### config.mk
export PLATFORM = sky130hd
export DESIGN_NAME = multi_cycle_controller
export DESIGN_NICKNAME = d
export VERILOG_FILES = /design/src/rtl/multi_cycle_controller.sv
export SDC_FILE = /design/constraint.sdc
export NUM_CORES = 1
export LEC_CHECK = 0
export BUFFER_PORTS_ARGS = -buffer_cell sky130_fd_sc_hd__buf_2
export CORE_AREA = 5 5 42 44
export DETAILED_ROUTE_END_ITERATION = 6
export DIE_AREA = 0 0 47 49
export GPL_TIMING_DRIVEN = 0
export PLACE_DENSITY = 0.73
export SETUP_SLACK_MARGIN = 0.15
export SYNTH_ARGS = -nofsm -noshare
export SYNTH_HDL_FRONTEND = slang
export SYNTH_SLANG_ARGS = --single-unit
### constraint.sdc
create_clock -name clk -period 3.6 [get_ports clk]
set_clock_uncertainty 0.05 [all_clocks]
set_input_delay 0.36 -clock clk [delete_from_list [all_inputs] [get_ports clk]]
set_output_delay 0.36 -clock clk [all_outputs]
set_load 0.02 [all_outputs]
### src/rtl/multi_cycle_controller.sv
// Main control FSM for a multi-cycle MIPS-style datapath.
// Datapath strobes are decoded from the current state, with memReady stalling the memory states.
module multi_cycle_controller (
  input  logic       clk,
  input  logic       rst,
  input  logic [5:0] opcode,
  input  logic       memReady,
  output logic       pcWrite,
  output logic       pcWriteCond,
  output logic [1:0] pcSrc,
  output logic       iorD,
  output logic       memRead,
  output logic       memWrite,
  output logic       irWrite,
  output logic       regDst,
  output logic       memToReg,
  output logic       regWrite,
  output logic       aluSrcA,
  output logic [1:0] aluSrcB,
  output logic [1:0] aluOp,
  output logic       instrDone,
  output logic [3:0] state
);

  localparam int unsigned OP_W = 6;
  localparam int unsigned ST_W = 4;

  localparam logic [OP_W-1:0] OP_LW   = 6'b100011;
  localparam logic [OP_W-1:0] OP_SW   = 6'b101011;
  localparam logic [OP_W-1:0] OP_RTYP = 6'b000000;
  localparam logic [OP_W-1:0] OP_BEQ  = 6'b000100;
  localparam logic [OP_W-1:0] OP_ADDI = 6'b001000;
  localparam logic [OP_W-1:0] OP_ANDI = 6'b001100;
  localparam logic [OP_W-1:0] OP_J    = 6'b000010;

  localparam logic [1:0] PC_ALU    = 2'b00;
  localparam logic [1:0] PC_ALUOUT = 2'b01;
  localparam logic [1:0] PC_JUMP   = 2'b10;

  localparam logic [1:0] SRCB_B    = 2'b00;
  localparam logic [1:0] SRCB_FOUR = 2'b01;
  localparam logic [1:0] SRCB_IMM  = 2'b10;
  localparam logic [1:0] SRCB_IMM4 = 2'b11;

  localparam logic [1:0] ALU_ADD  = 2'b00;
  localparam logic [1:0] ALU_SUB  = 2'b01;
  localparam logic [1:0] ALU_FUNC = 2'b10;
  localparam logic [1:0] ALU_AND  = 2'b11;

  typedef enum logic [ST_W-1:0] {
    S_FETCH  = 4'd0,
    S_DECODE = 4'd1,
    S_MEMADR = 4'd2,
    S_MEMRD  = 4'd3,
    S_MEMWB  = 4'd4,
    S_MEMWR  = 4'd5,
    S_RTEX   = 4'd6,
    S_RTWB   = 4'd7,
    S_BEQ    = 4'd8,
    S_ADDIEX = 4'd9,
    S_ANDIEX = 4'd10,
    S_ITWB   = 4'd11,
    S_JUMP   = 4'd12
  } state_t;

  state_t state_q;
  state_t state_d;

  logic       pc_write_c;
  logic       pc_write_cond_c;
  logic [1:0] pc_src_c;
  logic       iord_c;
  logic       mem_read_c;
  logic       mem_write_c;
  logic       ir_write_c;
  logic       reg_dst_c;
  logic       mem_to_reg_c;
  logic       reg_write_c;
  logic       alu_src_a_c;
  logic [1:0] alu_src_b_c;
  logic [1:0] alu_op_c;
  logic       instr_done_c;

  // State register
  always_ff @(posedge clk) begin
    if (rst) begin
      state_q <= S_FETCH;
    end else begin
      state_q <= state_d;
    end
  end

  // Next-state and per-state strobe decode
  always_comb begin
    state_d         = S_FETCH;
    pc_write_c      = 1'b0;
    pc_write_cond_c = 1'b0;
    pc_src_c        = PC_ALU;
    iord_c          = 1'b0;
    mem_read_c      = 1'b0;
    mem_write_c     = 1'b0;
    ir_write_c      = 1'b0;
    reg_dst_c       = 1'b0;
    mem_to_reg_c    = 1'b0;
    reg_write_c     = 1'b0;
    alu_src_a_c     = 1'b0;
    alu_src_b_c     = SRCB_B;
    alu_op_c        = ALU_ADD;
    instr_done_c    = 1'b0;

    case (state_q)
      S_FETCH: begin
        mem_read_c  = 1'b1;
        alu_src_b_c = SRCB_FOUR;
        ir_write_c  = memReady;
        pc_write_c  = memReady;
        state_d     = memReady ? S_DECODE : S_FETCH;
      end

      S_DECODE: begin
        alu_src_b_c = SRCB_IMM4;
        case (opcode)
          OP_LW, OP_SW: state_d = S_MEMADR;
          OP_RTYP:      state_d = S_RTEX;
          OP_BEQ:       state_d = S_BEQ;
          OP_ADDI:      state_d = S_ADDIEX;
          OP_ANDI:      state_d = S_ANDIEX;
          OP_J:         state_d = S_JUMP;
          default: begin
            // Unknown opcode retires here and refetches
            state_d      = S_FETCH;
            instr_done_c = 1'b1;
          end
        endcase
      end

      S_MEMADR: begin
        alu_src_a_c = 1'b1;
        alu_src_b_c = SRCB_IMM;
        state_d     = (opcode == OP_SW) ? S_MEMWR : S_MEMRD;
      end

      S_MEMRD: begin
        mem_read_c = 1'b1;
        iord_c     = 1'b1;
        state_d    = memReady ? S_MEMWB : S_MEMRD;
      end

      S_MEMWB: begin
        mem_to_reg_c = 1'b1;
        reg_write_c  = 1'b1;
        instr_done_c = 1'b1;
        state_d      = S_FETCH;
      end

      S_MEMWR: begin
        mem_write_c  = 1'b1;
        iord_c       = 1'b1;
        instr_done_c = memReady;
        state_d      = memReady ? S_FETCH : S_MEMWR;
      end

      S_RTEX: begin
        alu_src_a_c = 1'b1;
        alu_op_c    = ALU_FUNC;
        state_d     = S_RTWB;
      end

      S_RTWB: begin
        reg_dst_c    = 1'b1;
        reg_write_c  = 1'b1;
        instr_done_c = 1'b1;
        state_d      = S_FETCH;
      end

      S_BEQ: begin
        alu_src_a_c     = 1'b1;
        alu_op_c        = ALU_SUB;
        pc_write_cond_c = 1'b1;
        pc_src_c        = PC_ALUOUT;
        instr_done_c    = 1'b1;
        state_d         = S_FETCH;
      end

      S_ADDIEX: begin
        alu_src_a_c = 1'b1;
        alu_src_b_c = SRCB_IMM;
        state_d     = S_ITWB;
      end

      S_ANDIEX: begin
        alu_src_a_c = 1'b1;
        alu_src_b_c = SRCB_IMM;
        alu_op_c    = ALU_AND;
        state_d     = S_ITWB;
      end

      S_ITWB: begin
        reg_write_c  = 1'b1;
        instr_done_c = 1'b1;
        state_d      = S_FETCH;
      end

      S_JUMP: begin
        pc_write_c   = 1'b1;
        pc_src_c     = PC_JUMP;
        instr_done_c = 1'b1;
        state_d      = S_FETCH;
      end

      default: state_d = S_FETCH;
    endcase
  end

  // Reset forces every strobe quiet, independent of the state register
  assign pcWrite     = pc_write_c & ~rst;
  assign pcWriteCond = pc_write_cond_c & ~rst;
  assign pcSrc       = rst ? 2'b00 : pc_src_c;
  assign iorD        = iord_c & ~rst;
  assign memRead     = mem_read_c & ~rst;
  assign memWrite    = mem_write_c & ~rst;
  assign irWrite     = ir_write_c & ~rst;
  assign regDst      = reg_dst_c & ~rst;
  assign memToReg    = mem_to_reg_c & ~rst;
  assign regWrite    = reg_write_c & ~rst;
  assign aluSrcA     = alu_src_a_c & ~rst;
  assign aluSrcB     = rst ? 2'b00 : alu_src_b_c;
  assign aluOp       = rst ? 2'b00 : alu_op_c;
  assign instrDone   = instr_done_c & ~rst;
  assign state       = ST_W'(state_q);

endmodule

-- After elaboration in Yosys (flattened, before gate mapping)
Index checks and enable logic that the tools add are counted.
- RAM bits: 0
- output and inout bits: 21
- bits of input ports: 9
- bits in latches: 0
- bits in registers: 4
- ROM bits: 0
- memories: 0
- $mul: 0
- magnitude comparators: 0
- eq/ne operators: 18
- reductions and logical operators: 11
- div/mod/pow operators: 0
- add/sub/neg operators: 0
- bitwise gates (word level): 12
- shift operators: 0
- muxes and demuxes: 24
- operators by type and width (kind ; count):
    4-bit case mux with 7 select lines ; 1
    4-bit case mux with 6 select lines ; 1
    4-bit equality test, second input constant ; 5
    4-bit by 3-bit equality test with 1-bit output, second input constant ; 4
    6-bit by 4-bit equality test with 1-bit output, second input constant ; 2
    6-bit equality test, second input constant ; 2
    2-bit case mux with 3 select lines ; 2
    1-bit AND ; 11
    1-bit 2-to-1 mux ; 11
    5-bit OR reduction ; 2
    3-bit 2-to-1 mux ; 3
    4-bit by 2-bit equality test with 1-bit output, second input constant ; 2
    2-bit OR reduction ; 4
    7-bit OR reduction ; 1
    6-bit by 2-bit equality test with 1-bit output, second input constant ; 1
    6-bit by 3-bit equality test with 1-bit output, second input constant ; 1
    6-bit logical NOT ; 1
    2-bit 2-to-1 mux ; 3
    3-bit OR reduction ; 2
    4-bit by 1-bit equality test with 1-bit output, second input constant ; 1
    4-bit logical NOT ; 1
    2-bit case mux with 2 select lines ; 1
    1-bit case mux with 3 select lines ; 1
    1-bit case mux with 2 select lines ; 1
    1-bit inverter ; 1

-- Logic depth before layout (Yosys ltp)
Gate-level depths: netlist (run 1).
- depth in word-level cells: 5
- gate-level depth with buffers: 5

-- Least setup slack after synthesis (run 1)
Ideal clock, no wire load.
- path kind: register to output
- start point: register state_q[3] (netlist: state[3])
- end point: output port instrDone
- cell stages (with the launch flop): 6
- slack: 1.505 ns
- required time: 3.190 ns
- arrival: 1.685 ns
- path through: dfxtp_1 > clkbuf_1 > buf_1 > a21o_1 > nand3_1 > o21ai_0
- longest elaborated chain between the ends: 4
- elaborated cells between the ends (all ways): 10
- those cells by class: eq/ne (7); mux (1); bitwise (1); reduce/logical (1)
- ends and longest elaborated chain (what ; RTL line ; RTL):
    start: declaration ; 66 ; state_t state_q;
    start signal: assignment ; 89 ; state_q <= state_d;
    4-bit equality test / 4-bit by 3-bit equality test with 1-bit output (equally long branches) ; 111 ; case (state_q)
    5-bit OR reduction (no line) ; n/a ;
    1-bit case mux with 3 select lines (*) ; 111 ;
    1-bit AND (*) ; 229 ; assign instrDone = instr_done_c & ~rst;
    end: declaration ; 21 ; output logic instrDone,
Every way passes the cells marked *; elsewhere a longest branch is shown, timed or not.

-- Final worst setup path (run 1)
Ends and elaborated chain as after synthesis.

==> summary.md, run 1 <==
| Metric | Value |
|---|---|
| Status | `complete, no violations` |
| Slew @ Worst Pin | `0.451 ns` |
| Element type at the critical path end | `output port` |
| Routed WL per cell | `13.3 um` |
| FF/Latch Area | `80.1 um^2` |
| Final Non-Filler Cells | `134` |
| Initial Util | `0.412` |
| Reg-to-Reg Start | `state[0]` |
| Final core occ | `0.543` |
| Vias per cell | `5.80` |
| Synthesized area per cell | `6.64 um^2` |
| Unique masters post-synth | `35` |
| Final instance area | `761 um^2` |
| Top FF cell, synth | `dfxtp_1` |
| Setup CP Type | `register to output port` |
| Final layout net count | `129` |
| Initial DRC count | `32` |
| Worst Min Path Start | `rst` |
| Syn Std Cell Area | `578 um^2` |
| H-tree depth | `1` |
| EDFF count, synth | `0` |
| Pleak | `0.342 nW` |
| Hold depth | `2` |
| Post-Syn Instances | `87` |
| Fraction of registers with async set/reset | `0` |
| Post-synth top area share | `0.139` |
| Final HPWL DP | `1330 um` |
| Footprint of the multi-input gates | `458 um^2` |
| Crit path arrival time | `1.82 ns` |
| Setup TNS | `0 ns` |
| Resized cells post-CTS | `0` |
| CTS max path bufs | `2` |
| CP Max Fanout | `10` |
| Worst-Skew Late Latency | `0.23 ns` |
| Initial antenna violation count | `0` |
| Worst r2r path cells | `5` |
| CORE AREA | `0.00140 mm^2` |
| Reg-to-reg endpoint | `state[2]` |
| Placer Congestion | `0.892` |
| Placed Area | `738 um^2` |
| Die Area | `0.00230 mm^2` |
| Final Hold Vio Count | `0` |
| Max reg flops | `4` |
| PwrDens | `206 mW/mm^2` |
| Antenna Cells | `0` |
| Design Power | `0.156 mW` |
| Final cycle utilization of the critical path | `0.619` |
| PortBufs | `28` |
| Total GRT Usage | `0.158` |
| GR Overflow Total | `0` |
| Leading area contributor after synthesis | `dfxtp_1` |
| Reg2Reg Setup Slack | `1.88 ns` |
| RSZ-0062 raised after global routing | `no` |
| Fin crit period | `2.23 ns` |
| Die height | `49 um` |
| Routed wire length | `1780 um` |
| Syn nets | `96` |
| FP Rows | `14` |
| First-pass GRT wire length | `2830 um` |
| Maxcap violations | `0` |
| Worst IR Drop VDD | `0.000197 V` |
| CTS root buf | `clkbuf_4` |
| Drt drc | `0` |
| Fill cells | `151` |
| Pin count of the biggest net entering global routing | `11` |
| ANT nets after route | `0` |
| Slew Limit Fails | `0` |
| Max frequency | `449 MHz` |
| Most frequent cell after synthesis | `nor2_1` |
| Top post-synthesis cells by area | `dfxtp_1 (14%), nor2_1 (7.8%), nor4_1 (7.6%)` |
| FF+latch count, synth | `4` |
| CTS Buf Count | `3` |
| Placed Cells | `131` |
| Setup bufs post-CTS | `0` |
| Cts hold-fix bufs | `0` |
| Startpoint class of the critical path | `register` |
| Via count | `777` |
| Worst Hold Class | `input port to register` |
| Place WS | `1.64 ns` |
| Clk sinks | `4` |
| Sequential share of the synthesized area | `0.139` |
| Relative slew slack | `0.699` |
| Synthesis Warnings | `0` |
| Final hold slack | `0.465 ns` |
| Number of global-route vias before repair | `677` |
| First-pass DRT Iterations | `4` |
| WHS Endpoint | `state[1]` |
| Layout cells sized above 1 | `0.314` |
| Worst path required time | `3.19 ns` |
| Setup violations, final | `0` |
| CTS tree | `built` |
| CTS clk-pin slew, worst paths | `0.04 ns` |
| Setup ws final | `1.37 ns` |
| Area Growth Syn to Fin | `31.6%` |
| Top cells by count, synth | `nor2_1 (12), nor3_1 (7), nor4_1 (7), o21ai_0 (7), nand2b_1 (6)` |
| Boundary Pins | `30` |
| Chip width | `47 um` |
[critical path: stages (launching register included)]
cell and delay, ns:
dfxtp_1 0.33, clkbuf_1 0.31, buf_1 0.37, a21o_1 0.17, nand3_1 0.08, o21ai_0 0.14, buf_2 0.18
[placed cells by master, fill, tap and decap left out, types with 2 or more instances in the layout]
cell type | synthesis | routed
a21oi_1 | 3 | 3
and2_1 | 2 | 2
buf_2 | 2 | 30
clkbuf_1 | 5 | 5
clkbuf_4 | 0 | 3
dfxtp_1 | 4 | 4
nand2_1 | 5 | 5
nand2b_1 | 6 | 6
nor2_1 | 12 | 12
nor3_1 | 7 | 7
nor4_1 | 7 | 7
o21ai_0 | 7 | 7
xnor2_1 | 2 | 2
xor2_1 | 3 | 3
[worst max-delay path by stage]
| stage | start | end | cells past startpoint |
|---|---|---|---|
| final | state[3] | instrDone | 6 |
| after global routing | state[3] | instrDone | 6 |
| after CTS | state[3] | instrDone | 6 |
| after detailed placement | state[3] | instrDone | 6 |
| after global placement | state[3] | instrDone | 6 |
| after floorplan | state[3] | instrDone | 5 |
[report_power, final]
group / switching, mW / total, mW / internal, mW / leakage (nW)
Combinational: 0.0346 / 0.0531 / 0.0185 / 0.295
Clock: 0.0184 / 0.0557 / 0.0373 / 0.0138
Sequential: 0.00183 / 0.0476 / 0.0458 / 0.0325
[per-layer routing]
| metal | part of all wire | routed length, um | GRT usage | up-vias |
|---|---|---|---|---|
| met5 | 0 | 0 | 0 | - |
| met4 | 0.0079 | 14 | 0.0323 | 0 |
| met3 | 0.099 | 176 | 0.0406 | 2 |
| met2 | 0.45 | 800 | 0.244 | 34 |
| met1 | 0.44 | 787 | 0.214 | 350 |
| li1 | - | - | - | 391 |
[layout make-up]
class | instances | share of cell area
Multi-Input combinational cell | 74 | 0.602
Timing Repair Buffer | 28 | 0.184
Sequential cell | 4 | 0.105
Buffer | 9 | 0.0526
Clock buffer | 3 | 0.0296
Tap cell | 16 | 0.0263
[cells by family after synthesis]
logic type | count (synthesis) | share of synthesized area
buffers and inverters | 9 | 0.0693
adder cells (fa/ha/maj) | 1 | 0.0173
flip-flops | 4 | 0.139
XOR/XNOR | 5 | 0.0758
AO/OA/AOI/OAI | 22 | 0.279
AND/OR/NAND/NOR | 46 | 0.420
Note: power is estimated with default switching activity, not from simulation.
==> inputs of run 2 (changes only) <==
--- a/config.mk
+++ b/config.mk
@@ -6,11 +6,11 @@
 export NUM_CORES = 1
 export LEC_CHECK = 0
 export BUFFER_PORTS_ARGS = -buffer_cell sky130_fd_sc_hd__buf_2
-export CORE_AREA = 5 5 42 44
+export CORE_MARGIN = 5
+export CORE_UTILIZATION = 39
 export DETAILED_ROUTE_END_ITERATION = 6
-export DIE_AREA = 0 0 47 49
 export GPL_TIMING_DRIVEN = 0
-export PLACE_DENSITY = 0.73
+export PLACE_DENSITY = 0.69
 export SETUP_SLACK_MARGIN = 0.15
 export SYNTH_ARGS = -nofsm -noshare
 export SYNTH_HDL_FRONTEND = slang
==> constraint.sdc (replaced) <==
create_clock -name clk -period 1.9 [get_ports clk]
set_clock_uncertainty 0.05 [all_clocks]
set_input_delay 0.19 -clock clk [delete_from_list [all_inputs] [get_ports clk]]
set_output_delay 0.19 -clock clk [all_outputs]
set_load 0.02 [all_outputs]
==> summary.md, run 2 (synthesis results as in run 1) <==
| Metric | Value |
|---|---|
| Area Growth Syn to Fin | `48.5%` |
| Status | `complete, no violations` |
| Final hold slack | `0.310 ns (-0.155 ns)` |
| Fill cells | `131 (-13%)` |
| Slew Limit Fails | `0 (unchanged)` |
| Max reg flops | `4 (unchanged)` |
| GR Layer Usage met3 | `0.0275 (-0.0131)` |
| FF/Latch Area | `85.1 um^2 (+6.2%)` |
| Chip width | `48.5 um (+3.2%)` |
| Die Area | `0.00235 mm^2 (+2.1%)` |
| ANT nets after route | `0 (unchanged)` |
| Final cycle utilization of the critical path | `0.932` |
| CP top delay family | `buffers and inverters` |
| RSZ-0062 raised after global routing | `yes` |
| CTS Buf Count | `3 (unchanged)` |
| GR Overflow Total | `0 (unchanged)` |
| Setup violations, final | `0 (unchanged)` |
| PortBufs | `28 (unchanged)` |
| Vias per cell | `5.91 (+2.0%)` |
| Clk sinks | `4 (unchanged)` |
| Worst Min Path Start | `opcode[4]` |
| H-tree depth | `1 (unchanged)` |
| WP buf/inv | `3 (unchanged)` |
| Placer Congestion | `0.913 (+2.3%)` |
| CTS max path bufs | `2 (unchanged)` |
| CTS tree | `built` |
| GR Layer Usage met1 | `0.207 (-0.00786)` |
| Commonest non-fill, non-tap cell in the layout | `buf_2` |
| Final HPWL DP | `1450 um (+9.0%)` |
| First-pass DRT Iterations | `4 (unchanged)` |
| Sw frac | `0.354 (+0.00390)` |
| Relative slew slack | `0.677 (-0.0217)` |
| Clock power share | `0.337 (-0.019)` |
| Crit path cell chain | `clkbuf_2 > buf_4 > nor4_1 > o21ai_0 > o21ai_1 > buf_4` |
| Pin count of the biggest net entering global routing | `11 (unchanged)` |
| Die height | `48.5 um (-1.0%)` |
| Initial Util | `0.428 (+0.0157)` |
| Slew @ Worst Pin | `0.484 ns (+0.0325 ns)` |
| Initial antenna violation count | `0 (unchanged)` |
| Reg-to-Reg Start | `state[1]` |
| Crit path arrival time | `1.53 ns (-0.29 ns)` |
| FP Rows | `13 (-1)` |
| CTS root buf | `clkbuf_4` |
| Setup CP Type | `register to output port` |
| Routed wire length | `1970 um (+11%)` |
| Antenna Cells | `0 (unchanged)` |
| Drt drc | `0 (unchanged)` |
| Most Frequent Cell on Critical Path | `buf_4` |
| Fin crit period | `1.77 ns` |
| Worst IR Drop VDD | `0.000226 V (+15%)` |
| NetSw | `0.113 mW (+110%)` |
| Worst-Skew Late Latency | `0.24 ns (about the same)` |
| Worst Hold Class | `input port to register` |
| Setup TNS | `0 ns (unchanged)` |
| Final layout net count | `132 (+2.3%)` |
| Via count | `804 (+3.5%)` |
| Slowest CP cell | `dfxtp_1` |
| Most used routing layer | `met2` |
| Global Route met2 Usage | `0.248 (+0.00348)` |
| Layout cells sized above 1 | `0.413 (+0.0997)` |
| Initial DRC count | `37 (+16%)` |
| First-pass GRT wire length | `3110 um (+10%)` |
| Comb power frac | `0.378 (+0.038)` |
| Routed WL per cell | `14.5 um (+9.4%)` |
| CP peak stage delay | `0.31 ns (-0.06 ns)` |
| Total GRT Usage | `0.157 (-0.000552)` |
| CORE AREA | `0.00135 mm^2 (-3.7%)` |
| Number of global-route vias before repair | `683 (+0.89%)` |
| Startpoint class of the critical path | `register` |
| Most frequent cells in the layout | `buf_2 (25), nor2_1 (11), buf_4 (8), nor4_1 (7), nand2b_1 (6)` |
| Crit path from | `state[3]` |
| Element type at the critical path end | `output port` |
| Worst path required time | `1.66 ns (-1.53 ns)` |
| Maxcap violations | `0 (unchanged)` |
| P_int | `0.206 mW (+100%)` |
| CTS clk-pin slew, worst paths | `0.04 ns (about the same)` |
| Pleak | `0.384 nW (+12%)` |
| Boundary Pins | `30 (unchanged)` |
| Flop pwr share | `0.286 (-0.018)` |
| Final Hold Vio Count | `0 (unchanged)` |
| Footprint of the multi-input gates | `485 um^2 (+6.0%)` |
| CP Max Fanout | `10 (unchanged)` |
| Max frequency | `565 MHz` |
| Cts hold-fix bufs | `0 (unchanged)` |
| PwrDens | `372 mW/mm^2 (+81%)` |
## run 2: cell count changes in the layout (fill, tap and decap cells not counted), moves of 3 or more
cell | before | now
buf_6 | 0 | 3
buf_2 | 30 | 25
clkbuf_1 | 5 | 2
buf_4 | 1 | 8
## run 2: power by group through the flow
stage / Combinational, mW / Sequential, mW / Clock [mW]
after CTS: 0.108 / 0.0910 / 0.110
after global routing: 0.131 / 0.0919 / 0.111
after detailed placement: 0.102 / 0.0916 / 0
final: 0.121 / 0.0912 / 0.107
after floorplan: 0.0625 / 0.0939 / 0
after global placement: 0.101 / 0.0914 / 0
## run 2: layout make-up
class	instances	area share
Multi-Input combinational cell	74	0.566
Timing Repair Buffer	31	0.203
Sequential cell	4	0.0991
Buffer	9	0.0845
Clock buffer	3	0.0262
Tap cell	15	0.0219
## run 2: worst paths after layout
check,endpoint,slack [ns],depth (start not counted)
worst max register to register,state[0],0.24,4
worst min register to register,state[1],0.68,3
worst min-delay path,state[1],0.31,4
worst max-delay path,instrDone,0.13,6
## run 2: tightest hold or removal path, stage by stage
cell and delay, ns:
buf_2 0.14, nor4_1 0.06, o21ai_0 0.06, a311oi_1 0.10
## run 2: metrics by stage
step	power, mW	instances	setup WS, ns	util	instance area, um^2
after floorplan	0.156	87	0.125	-	596
after global placement	0.192	130	0.167	0.559	754
after detailed placement	0.194	130	0.168	0.559	754
after CTS	0.308	133	0.114	0.598	807
after global routing	0.333	136	0.0610	0.636	858
final	0.319	136	0.129	0.636	858
## run 2: repair_timing
action	in CTS	in global routing
gates resized for setup	12	14
setup endpoints to repair	13	10
setup buffers	0	3
pin swaps	1	2
hold endpoints to repair	0	0
## run 2: per-layer routing
layer / vias up / wire [um]
met3: 6 / 168
met1: 364 / 862
met5: - / 0
met4: 0 / 48
li1: 396 / -
met2: 38 / 895
==> inputs of run 3 (changes only) <==
--- a/config.mk
+++ b/config.mk
@@ -10,7 +10,7 @@
 export CORE_UTILIZATION = 39
 export DETAILED_ROUTE_END_ITERATION = 6
 export GPL_TIMING_DRIVEN = 0
-export PLACE_DENSITY = 0.69
+export PLACE_DENSITY_LB_ADDON = 0.25
 export SETUP_SLACK_MARGIN = 0.15
 export SYNTH_ARGS = -nofsm -noshare
 export SYNTH_HDL_FRONTEND = slang
==> summary.md, run 3 (synthesis results as in run 1) <==
| Metric | Value |
|---|---|
| Initial antenna violation count | `0 (unchanged)` |
| FP Rows | `13 (unchanged)` |
| Routed wire length | `1850 um (-6.3%)` |
| Worst path required time | `1.66 ns (about the same)` |
| CTS tree | `built` |
| Area Growth Syn to Fin | `56.9%` |
| Relative slew slack | `0.726 (+0.0484)` |
| Final cycle utilization of the critical path | `0.902 (-0.0304)` |
| CP peak stage delay | `0.31 ns (about the same)` |
| Pin count of the biggest net entering global routing | `11 (unchanged)` |
| Maxcap violations | `0 (unchanged)` |
| Routed WL per cell | `13.1 um (-9.6%)` |
| Chip width | `48.5 um (unchanged)` |
| First-pass GRT wire length | `2870 um (-7.7%)` |
| PortBufs | `28 (unchanged)` |
| CTS Buf Count | `3 (unchanged)` |
| Status | `complete, no violations` |
| Element type at the critical path end | `output port` |
| Final instance area | `907 um^2 (+5.7%)` |
| Commonest non-fill, non-tap cell in the layout | `buf_2` |
| Worst-Skew Late Latency | `0.24 ns (about the same)` |
| CP Max Fanout | `10 (unchanged)` |
| Setup CP Type | `register to output port` |
| WP buf/inv | `3 (unchanged)` |
| ANT nets after route | `0 (unchanged)` |
| Boundary Pins | `30 (unchanged)` |
| CTS max path bufs | `2 (unchanged)` |
| Die height | `48.5 um (unchanged)` |
| CORE AREA | `0.00135 mm^2 (unchanged)` |
| Clk sinks | `4 (unchanged)` |
| Vias per cell | `5.70 (-3.5%)` |
| Pleak | `0.413 nW (+7.6%)` |
| Most frequent cells in the layout | `buf_2 (25), buf_4 (13), nor2_1 (11), nor4_1 (7), nand2b_1 (6)` |
| Drt drc | `0 (unchanged)` |
| Worst Hold Class | `input port to register` |
| Max reg flops | `4 (unchanged)` |
| Crit path cell chain | `clkbuf_4 > buf_4 > nor4_1 > o21ai_1 > o21ai_1 > buf_4` |
| Initial DRC count | `32 (-14%)` |
| Slowest CP cell | `dfxtp_1` |
| PwrDens | `350 mW/mm^2 (-5.9%)` |
| Max frequency | `584 MHz (+3.4%)` |
| Via count | `804 (unchanged)` |
| Final HPWL DP | `1340 um (-7.3%)` |
| Layout cells sized above 1 | `0.452 (+0.0392)` |
| Worst IR Drop VDD | `0.000370 V (+64%)` |
| Slew Limit Fails | `0 (unchanged)` |
| CP top delay family | `buffers and inverters` |
| Slew @ Worst Pin | `0.411 ns (-0.0725 ns)` |
| H-tree depth | `1 (unchanged)` |
| Number of global-route vias before repair | `629 (-7.9%)` |
| Initial Util | `0.428 (unchanged)` |
| Footprint of the multi-input gates | `488 um^2 (+0.52%)` |
| Placer Congestion | `0.911 (-0.21%)` |
| Fin crit period | `1.71 ns (-0.0578 ns)` |
| First-pass DRT Iterations | `4 (unchanged)` |
| GR Overflow Total | `0 (unchanged)` |
| Cts hold-fix bufs | `0 (unchanged)` |
| Startpoint class of the critical path | `register` |
| FF/Latch Area | `87.6 um^2 (+2.9%)` |
| Antenna Cells | `0 (unchanged)` |
| Fill cells | `110 (-16%)` |
| Setup violations, final | `0 (unchanged)` |
| CTS clk-pin slew, worst paths | `0.04 ns (about the same)` |
| Setup TNS | `0 ns (unchanged)` |
| Placed Area | `754 um^2 (unchanged)` |
| Die Area | `0.00235 mm^2 (unchanged)` |
| RSZ-0062 raised after global routing | `yes` |
| Crit path arrival time | `1.47 ns (-0.06 ns)` |
| Final layout net count | `137 (+3.8%)` |
| Final Hold Vio Count | `0 (unchanged)` |
| Total GRT Usage | `0.145 (-0.0122)` |
| Final core occ | `0.672 (+0.0361)` |
| CTS root buf | `clkbuf_4` |
-- run 3: metrics by stage --
stage          setup slack, ns  instances  hold slack [ns]  power [mW]
2_1_floorplan            0.125         87            0.353       0.156
3_3_place_gp             0.172        130            0.534       0.192
3_5_place_dp             0.171        130            0.517       0.192
4_1_cts                  0.152        133            0.283       0.306
5_1_grt                 0.0756        141            0.306       0.341
6_report                 0.187        141            0.281       0.317
-- run 3: area by class of cell --
| type | count | area share |
|---|---|---|
| repair buffers | 36 | 0.233 |
| plain buffers | 9 | 0.0869 |
| flip-flops and latches | 4 | 0.0966 |
| multi-input cells | 74 | 0.538 |
| well taps | 15 | 0.0207 |
| clock buffers | 3 | 0.0248 |
-- run 3: repair_timing --
| action | CTS | global route |
|---|---|---|
| pin swaps | 0 | 4 |
| setup endpoints to repair | 12 | 9 |
| cloned | 0 | 0 |
| gates resized for setup | 12 | 19 |
| buffers inserted | 0 | 8 |
-- run 3: where the power goes --
group,switching [mW],internal (mW),leakage (nW)
registers,0.00393,0.0854,0.0339
logic,0.0711,0.0522,0.365
clock network,0.0343,0.0706,0.0138
-- run 3: final timing paths --
kind             from   endpoint  slack, ns  cells past startpoint
min reg2reg  state[2]   state[1]       0.65                      3
min               rst   state[1]       0.28                      2
max          state[3]  instrDone       0.19                      6
max reg2reg  state[1]   state[0]       0.21                      4
-- run 3: routing by layer --
| layer | GRT usage | vias up | share of wire |
|---|---|---|---|
| li1 | - | 406 | - |
| met1 | 0.200 | 355 | 0.45 |
| met2 | 0.209 | 43 | 0.45 |
| met3 | 0.0612 | 0 | 0.10 |
| met4 | 0.0269 | 0 | 0 |
| met5 | 0 | - | 0 |
